--- src/rtl/traffic_pkg.sv ---
`default_nettype none
// +--------------------------------------------------------------------------+
// | Module      : traffic_pkg                                                |
// | Description : Shared types and constants for the actuated four-way      |
// |               intersection phase scheduler: phase encoding, lamp codes  |
// |               and default phase timings.                                |
// | Ports       : none (package)                                            |
// | Revision    : 1.0 - initial release                                     |
// +--------------------------------------------------------------------------+
package traffic_pkg;

   // Phase encoding; values are visible on the phase output.
   typedef enum logic [2:0] {
      ALL_RED   = 3'b000,
      NS_GREEN  = 3'b001,
      NS_YELLOW = 3'b010,
      EW_GREEN  = 3'b011,
      EW_YELLOW = 3'b100
   } state_t;

   // One-hot lamp codes {red, yellow, green}.
   localparam logic [2:0] RED    = 3'b100;
   localparam logic [2:0] YELLOW = 3'b010;
   localparam logic [2:0] GREEN  = 3'b001;

   // Default phase timings, in clock cycles.
   localparam int unsigned DEF_T_MIN_GREEN = 10;
   localparam int unsigned DEF_T_MAX_GREEN = 30;
   localparam int unsigned DEF_T_YELLOW    = 5;
   localparam int unsigned DEF_T_ALL_RED   = 2;
   localparam int unsigned DEF_T_WALK      = 6;
   localparam int unsigned DEF_CW          = 6;

endpackage
`default_nettype wire

--- src/rtl/traffic_demand_latch.sv ---
`default_nettype none
// +--------------------------------------------------------------------------+
// | Module      : traffic_demand_latch                                       |
// | Description : Per-direction demand and pedestrian latches. Holds the    |
// |               vehicle/pedestrian demand until this direction is granted |
// |               green, and snapshots the pedestrian request into a walk   |
// |               pending flag on green entry.                              |
// | Ports       : clk, rst        - clock, synchronous active-high reset    |
// |               veh_i, ped_i    - vehicle sensor / crossing button        |
// |               in_green_i      - this direction currently green          |
// |               enter_green_i   - next edge enters this direction's green |
// |               dem_o           - latched service demand                  |
// |               walk_pend_o     - walk requested for the current green    |
// | Revision    : 1.0 - initial release                                     |
// +--------------------------------------------------------------------------+
module traffic_demand_latch (
   input  logic clk,
   input  logic rst,
   input  logic veh_i,
   input  logic ped_i,
   input  logic in_green_i,
   input  logic enter_green_i,
   output logic dem_o,
   output logic walk_pend_o
);

   logic dem_q,       dem_d;
   logic ped_q,       ped_d;
   logic walk_pend_q, walk_pend_d;

   always_comb begin
      dem_d       = dem_q;
      ped_d       = ped_q | ped_i;
      walk_pend_d = walk_pend_q;
      if (enter_green_i) begin
         // Clearing wins over setting on the grant edge. A button press on
         // that very cycle is folded into the snapshot so it is not lost.
         dem_d       = 1'b0;
         walk_pend_d = ped_q | ped_i;
         ped_d       = 1'b0;
      end else if (!in_green_i && (veh_i || ped_i)) begin
         dem_d = 1'b1;
      end
   end

   always_ff @(posedge clk) begin
      if (rst) begin
         dem_q       <= 1'b0;
         ped_q       <= 1'b0;
         walk_pend_q <= 1'b0;
      end else begin
         dem_q       <= dem_d;
         ped_q       <= ped_d;
         walk_pend_q <= walk_pend_d;
      end
   end

   assign dem_o       = dem_q;
   assign walk_pend_o = walk_pend_q;

endmodule
`default_nettype wire

--- src/rtl/traffic_phase_scheduler.sv ---
`default_nettype none
// +--------------------------------------------------------------------------+
// | Module      : traffic_phase_scheduler                                    |
// | Description : Actuated phase scheduler for a four-way intersection.     |
// |               Sequences NS/EW green, yellow and all-red phases from     |
// |               latched vehicle/pedestrian demand with round-robin        |
// |               arbitration, min/max green with gap-out, walk signals     |
// |               and emergency preemption. All outputs are Moore outputs.  |
// | Ports       : clk, rst              - clock, sync active-high reset     |
// |               veh_ns, veh_ew        - vehicle presence levels           |
// |               ped_ns, ped_ew        - crossing buttons                  |
// |               preempt, preempt_dir  - emergency request, 0=NS 1=EW      |
// |               light_ns, light_ew    - lamps {red,yellow,green}          |
// |               walk_ns, walk_ew      - pedestrian walk                   |
// |               phase, timer          - current phase / cycles in phase   |
// |               preempt_active        - registered preempt                |
// | Revision    : 1.0 - initial release                                     |
// +--------------------------------------------------------------------------+
module traffic_phase_scheduler
   import traffic_pkg::*;
#(
   parameter int unsigned T_MIN_GREEN = DEF_T_MIN_GREEN,
   parameter int unsigned T_MAX_GREEN = DEF_T_MAX_GREEN,
   parameter int unsigned T_YELLOW    = DEF_T_YELLOW,
   parameter int unsigned T_ALL_RED   = DEF_T_ALL_RED,
   parameter int unsigned T_WALK      = DEF_T_WALK,     // must be <= T_MIN_GREEN
   parameter int unsigned CW          = DEF_CW          // T_MAX_GREEN < 2**CW
) (
   input  logic          clk,
   input  logic          rst,
   input  logic          veh_ns,
   input  logic          veh_ew,
   input  logic          ped_ns,
   input  logic          ped_ew,
   input  logic          preempt,
   input  logic          preempt_dir,
   output logic [2:0]    light_ns,
   output logic [2:0]    light_ew,
   output logic          walk_ns,
   output logic          walk_ew,
   output logic [2:0]    phase,
   output logic [CW-1:0] timer,
   output logic          preempt_active
);

   // "N cycles elapsed" is decided when the 0-based timer reaches N-1.
   localparam logic [CW-1:0] c_MIN_GREEN_M1 = CW'(T_MIN_GREEN - 1);
   localparam logic [CW-1:0] c_MAX_GREEN_M1 = CW'(T_MAX_GREEN - 1);
   localparam logic [CW-1:0] c_YELLOW_M1    = CW'(T_YELLOW - 1);
   localparam logic [CW-1:0] c_ALL_RED_M1   = CW'(T_ALL_RED - 1);
   localparam logic [CW-1:0] c_WALK         = CW'(T_WALK);
   localparam logic [CW-1:0] c_TIMER_MAX    = {CW{1'b1}};

   state_t        phase_q, phase_d;
   logic [CW-1:0] timer_q, timer_d;
   logic          rr_q,    rr_d;      // round-robin pointer: 0=NS, 1=EW
   logic          preempt_q;

   logic          w_dem_ns, w_dem_ew;
   logic          w_walk_pend_ns, w_walk_pend_ew;
   logic [1:0]    w_dem;
   logic          w_enter_ns, w_enter_ew;

   assign w_dem      = {w_dem_ew, w_dem_ns};
   assign w_enter_ns = (phase_d == NS_GREEN) && (phase_q != NS_GREEN);
   assign w_enter_ew = (phase_d == EW_GREEN) && (phase_q != EW_GREEN);

   traffic_demand_latch u_latch_ns (
      .clk           (clk),
      .rst           (rst),
      .veh_i         (veh_ns),
      .ped_i         (ped_ns),
      .in_green_i    (phase_q == NS_GREEN),
      .enter_green_i (w_enter_ns),
      .dem_o         (w_dem_ns),
      .walk_pend_o   (w_walk_pend_ns)
   );

   traffic_demand_latch u_latch_ew (
      .clk           (clk),
      .rst           (rst),
      .veh_i         (veh_ew),
      .ped_i         (ped_ew),
      .in_green_i    (phase_q == EW_GREEN),
      .enter_green_i (w_enter_ew),
      .dem_o         (w_dem_ew),
      .walk_pend_o   (w_walk_pend_ew)
   );

   // ------------------------------------------------------------------
   // State register
   // ------------------------------------------------------------------
   always_ff @(posedge clk) begin
      if (rst) begin
         phase_q   <= ALL_RED;
         timer_q   <= '0;
         rr_q      <= 1'b0;
         preempt_q <= 1'b0;
      end else begin
         phase_q   <= phase_d;
         timer_q   <= timer_d;
         rr_q      <= rr_d;
         preempt_q <= preempt;
      end
   end

   // ------------------------------------------------------------------
   // Next-state logic
   // ------------------------------------------------------------------
   always_comb begin
      phase_d = phase_q;
      rr_d    = rr_q;

      case (phase_q)
         ALL_RED: begin
            if (timer_q >= c_ALL_RED_M1) begin
               if (preempt) begin
                  phase_d = preempt_dir ? EW_GREEN : NS_GREEN;
                  rr_d    = ~preempt_dir;
               end else if (w_dem[rr_q]) begin
                  phase_d = rr_q ? EW_GREEN : NS_GREEN;
                  rr_d    = ~rr_q;
               end else if (w_dem[~rr_q]) begin
                  phase_d = rr_q ? NS_GREEN : EW_GREEN;
                  rr_d    = rr_q;
               end
            end
         end

         NS_GREEN: begin
            if (preempt) begin
               // Preempt toward EW cuts the green short; toward NS holds it.
               if (preempt_dir) phase_d = NS_YELLOW;
            end else if (w_dem_ew && (timer_q >= c_MIN_GREEN_M1) && !veh_ns) begin
               phase_d = NS_YELLOW;
            end else if (w_dem_ew && (timer_q >= c_MAX_GREEN_M1)) begin
               phase_d = NS_YELLOW;
            end
         end

         EW_GREEN: begin
            if (preempt) begin
               if (!preempt_dir) phase_d = EW_YELLOW;
            end else if (w_dem_ns && (timer_q >= c_MIN_GREEN_M1) && !veh_ew) begin
               phase_d = EW_YELLOW;
            end else if (w_dem_ns && (timer_q >= c_MAX_GREEN_M1)) begin
               phase_d = EW_YELLOW;
            end
         end

         NS_YELLOW, EW_YELLOW: begin
            if (timer_q >= c_YELLOW_M1) phase_d = ALL_RED;
         end

         default: phase_d = ALL_RED;
      endcase

      if (phase_d != phase_q) begin
         timer_d = '0;
      end else if (timer_q != c_TIMER_MAX) begin
         timer_d = timer_q + 1'b1;
      end else begin
         timer_d = timer_q;
      end
   end

   // ------------------------------------------------------------------
   // Output decode (registered phase only)
   // ------------------------------------------------------------------
   always_comb begin
      light_ns = RED;
      light_ew = RED;
      walk_ns  = 1'b0;
      walk_ew  = 1'b0;
      case (phase_q)
         NS_GREEN: begin
            light_ns = GREEN;
            walk_ns  = w_walk_pend_ns && (timer_q < c_WALK);
         end
         NS_YELLOW: light_ns = YELLOW;
         EW_GREEN: begin
            light_ew = GREEN;
            walk_ew  = w_walk_pend_ew && (timer_q < c_WALK);
         end
         EW_YELLOW: light_ew = YELLOW;
         default: ;
      endcase
   end

   assign phase          = phase_q;
   assign timer          = timer_q;
   assign preempt_active = preempt_q;

endmodule
`default_nettype wire
--- config.mk ---
export PLATFORM = sky130hd
export DESIGN_NAME = traffic_phase_scheduler
export DESIGN_NICKNAME = d
export VERILOG_FILES = /design/src/rtl/traffic_pkg.sv /design/src/rtl/traffic_demand_latch.sv /design/src/rtl/traffic_phase_scheduler.sv
export SDC_FILE = /design/constraint.sdc
export NUM_CORES = 1
export LEC_CHECK = 0
export ABC_AREA = 0
export CORE_UTILIZATION = 45
export DETAILED_ROUTE_END_ITERATION = 10
export DONT_BUFFER_PORTS = 1
export SYNTH_ARGS = -nofsm -noshare
export SYNTH_HDL_FRONTEND = slang
export SYNTH_HIERARCHICAL = 1
export SYNTH_SLANG_ARGS = --single-unit
--- constraint.sdc ---
create_clock -name clk -period 2.7 [get_ports clk]
set_input_delay 0.54 -clock clk [delete_from_list [all_inputs] [get_ports clk]]
set_output_delay 0.54 -clock clk [all_outputs]
set_load 0.02 [all_outputs]
==> impl_metrics.toml <==
[run_status]
status = "finished clean"

[grt]
grt_usage_pct = 22.44
grt_pass1_vias = 994
global_route_wire_length_before_repair_mm = 4.374
antenna_found_initial = 0
grt_overflow = 0
grt_max_degree = 13

[clocking]
tritoncts.num_buffers = 3
clk_pin_slew_ps = 110
clock_latency_ps = 300
cts_htree_levels = 1
cts_resized = 0
cts_buffer_depth = 2
cts_hold_buf = 0
number_of_clock_sinks = 17
tritoncts = "done"
cts_post_setup_buffers_inserted = 0
cts_root_buf = "sky130_fd_sc_hd__clkbuf_4"

[synth]
post_synth_and_or_nand_nor_area_fraction_pct = 29.12
synth-compound-area-share_pct = 30.02
synth_nets = 136
share_of_synthesized_cell_area_in_full_adder_half_adder_and_majority_cells_pct = 3.386
synth_sequential_area_ratio_pct = 30.70
avgSynthCellArea_sq_um = 8.869
combinational_family_with_the_most_area_after_synthesis = "compound AO/OA/AOI/OAI gates"
synthesis.area_sq_um = 1109
ys_ff_latch = 17
synth_cell_types = 38
yosys_warnings = 6
post_synth_xor_area_fraction_pct = 2.370
synthMuxAreaShare_pct = 0
postSynthCellCount = 125

[routing]
drt.antenna.violating_nets = 0
detail_route.drc_violations = 0
vias = 959
drt-total-wl_mm = 2.547
wl_per_cell_microns = 15.92
mean_number_of_vias_per_cell = 5.994
firstDrtPassIters = 4
drt_iter0_drc = 12

[setup_path]
worstPathArrival_ps = 1830
worstPathRequired_ps = 2160
worst_r2r_path_depth = 7
worstPathMaxFanout = 8
start_kind = "register"
path_class = "register to output port"
critPathCaptureType = "output port"

[pwr]
p_total_mw = 1.166
power_per_cell_area_nw_per_um2 = 977.7
vdd_drop_max_mv = 0.5709
power_leakage_nw = 0.4126

[final_layout]
area_delta_synth_final_pct = 7.562
seqCellArea_sq_um = 340.3
drive_gt1_share_pct = 17.42
multi_input_area_sq_um = 719.4
layout.nets = 144
fillerInstances = 210
largest_reg_flops = 6
antenna-diode-count = 0

[timing]
layout_worst_path_cycle_share_pct = 87.75
timing.hold.ws_ps = 293.2
rsz_0062_raised_after_global_routing = "false"
clock.fmax_mhz = 422.1
setup_viol_count_final = 0
slew_violations = 0
relSlewSlack_pct = 58.69
worst_clock_skew_ps = 0.9081
tightestPinTransition_ps = 604.0
crit_path_time_final_ps = 2369
setup-tns-final_ps = 0
final-hold-violation-count = 0

[floorplanning]
die_extent_in_x_microns = 51.64
total_die_area_sq_um = 2666
core_area_sq_um = 2276
floorplan.initialDensity_pct = 48.71
die_height_microns = 51.64
placement_rows = 17
io_pins = 26

[hold_path]
min-delay-path-class = "input port to register"
min_path_cells = 1

[placement]
io_buffers = 0
place.detailed.hpwl_mm = 2.010
globalplace.congestion = 0.9208

[job]
cap_violations = 0
## synthesized netlist by cell type
master / number / area share (%)
sky130_fd_sc_hd__nor2_1: 19 / 6.4
sky130_fd_sc_hd__dfxtp_1: 17 / 31
sky130_fd_sc_hd__inv_1: 10 / 3.4
sky130_fd_sc_hd__nand2b_1: 8 / 4.5
sky130_fd_sc_hd__nor3_1: 8 / 3.6
sky130_fd_sc_hd__nand2_1: 6 / 2.0
sky130_fd_sc_hd__a211oi_1: 5 / 3.4
sky130_fd_sc_hd__a21oi_1: 5 / 2.3
sky130_fd_sc_hd__nand3_1: 5 / 2.3
sky130_fd_sc_hd__a2111oi_2: 4 / 5.4
sky130_fd_sc_hd__and3_1: 3 / 1.7
sky130_fd_sc_hd__ha_1: 3 / 3.4
sky130_fd_sc_hd__o211ai_1: 3 / 2.0
sky130_fd_sc_hd__xnor2_1: 3 / 2.4
sky130_fd_sc_hd__and2_1: 2 / 1.1
sky130_fd_sc_hd__nor2b_1: 2 / 1.1
sky130_fd_sc_hd__a2111oi_0: 1 / 0.79
sky130_fd_sc_hd__a21oi_2: 1 / 0.79
sky130_fd_sc_hd__a221oi_1: 1 / 0.79
sky130_fd_sc_hd__a31o_2: 1 / 0.79
sky130_fd_sc_hd__a31oi_1: 1 / 0.56
sky130_fd_sc_hd__a32oi_4: 1 / 2.5
sky130_fd_sc_hd__buf_6: 1 / 1.0
sky130_fd_sc_hd__nand4_1: 1 / 0.56
sky130_fd_sc_hd__nand4b_4: 1 / 2.1
sky130_fd_sc_hd__nor3b_4: 1 / 1.7
sky130_fd_sc_hd__nor4_4: 1 / 1.9
sky130_fd_sc_hd__o211a_1: 1 / 0.90
sky130_fd_sc_hd__o211ai_2: 1 / 1.1
sky130_fd_sc_hd__o21ai_0: 1 / 0.45
sky130_fd_sc_hd__o21ai_1: 1 / 0.45
sky130_fd_sc_hd__o21ai_2: 1 / 0.79
sky130_fd_sc_hd__o21bai_1: 1 / 0.68
sky130_fd_sc_hd__o221ai_1: 1 / 0.79
sky130_fd_sc_hd__o22ai_1: 1 / 0.56
sky130_fd_sc_hd__o311ai_2: 1 / 1.5
sky130_fd_sc_hd__o311ai_4: 1 / 2.4
sky130_fd_sc_hd__o31ai_2: 1 / 1.1
## worst paths after layout
| check | to | slack (ps) | start |
|---|---|---|---|
| max reg2reg | timer[0] | 360 | timer[0] |
| max | walk_ns | 330 | phase[0] |
| min reg2reg | u_latch_ns/walk_pend_o | 500 | u_latch_ns/walk_pend_o |
| min | preempt_active | 290 | rst |
## cell type report
cell class	count	area share, %
clock buffer	3	1.889
clock inverter	1	0.6296
inverter	10	3.148
multi-input combinational	97	60.34
sequential	17	28.54
tap	28	2.938
timing repair buffer	4	2.518
## worst max-delay path, stage by stage, from the launching register on
cell,delay [ps]
sky130_fd_sc_hd__dfxtp_1,610
sky130_fd_sc_hd__nand2b_1,190
sky130_fd_sc_hd__nor2_1,370
sky130_fd_sc_hd__and3_1,360
## metal layers
metal	part of all wire (%)	routed length (microns)	vias up	track usage, %
met5	0	0	-	0
met4	1.0	26	0	7.207
met3	5.1	129	5	7.018
met2	45	1134	32	34.63
met1	49	1257	443	29.48
li1	-	-	479	-
## cells in the final DEF, fill, tap and decap left out, types with 2 or more instances in the layout
cell | Yosys | final
sky130_fd_sc_hd__o211ai_1 | 3 | 3
sky130_fd_sc_hd__nand3_1 | 5 | 5
sky130_fd_sc_hd__a21oi_1 | 5 | 5
sky130_fd_sc_hd__nor2b_1 | 2 | 2
sky130_fd_sc_hd__nand2b_1 | 8 | 8
sky130_fd_sc_hd__nand2_1 | 6 | 6
sky130_fd_sc_hd__clkbuf_4 | 0 | 3
sky130_fd_sc_hd__buf_4 | 0 | 4
sky130_fd_sc_hd__inv_1 | 10 | 10
sky130_fd_sc_hd__a2111oi_2 | 4 | 4
sky130_fd_sc_hd__and3_1 | 3 | 3
sky130_fd_sc_hd__and2_1 | 2 | 2
sky130_fd_sc_hd__a211oi_1 | 5 | 5
sky130_fd_sc_hd__nor3_1 | 8 | 8
sky130_fd_sc_hd__ha_1 | 3 | 3
sky130_fd_sc_hd__dfxtp_1 | 17 | 17
sky130_fd_sc_hd__xnor2_1 | 3 | 3
sky130_fd_sc_hd__nor2_1 | 19 | 19
## per-stage QoR
| stage | setup WS [ps] | instances | area (sq um) | utilization [%] |
|---|---|---|---|---|
| floorplan | 619.2 | 125 | 1109 | - |
| global placement | 495.3 | 156 | 1162 | 51.07 |
| detailed placement | 420.8 | 156 | 1162 | 51.07 |
| CTS | 309.4 | 160 | 1192 | 52.39 |
| global route | 187.6 | 160 | 1192 | 52.39 |
| finish | 330.8 | 160 | 1192 | 52.39 |
## where the power goes
part           internal (mW)  switching, mW
combinational          0.224          0.361
sequential             0.317          0.119
clock                 0.0565         0.0892
## cell families (layout without fill, tap and decap cells)
family | after synthesis | after routing
and+or+nand+nor | 57 | 57
DFF | 17 | 17
adders and majority gates | 3 | 3
xor gates and xnor gates | 3 | 3
AOI/OAI and AO/OA | 34 | 34
buffers and inverters | 11 | 18
Power figures use the tool's default switching activity.
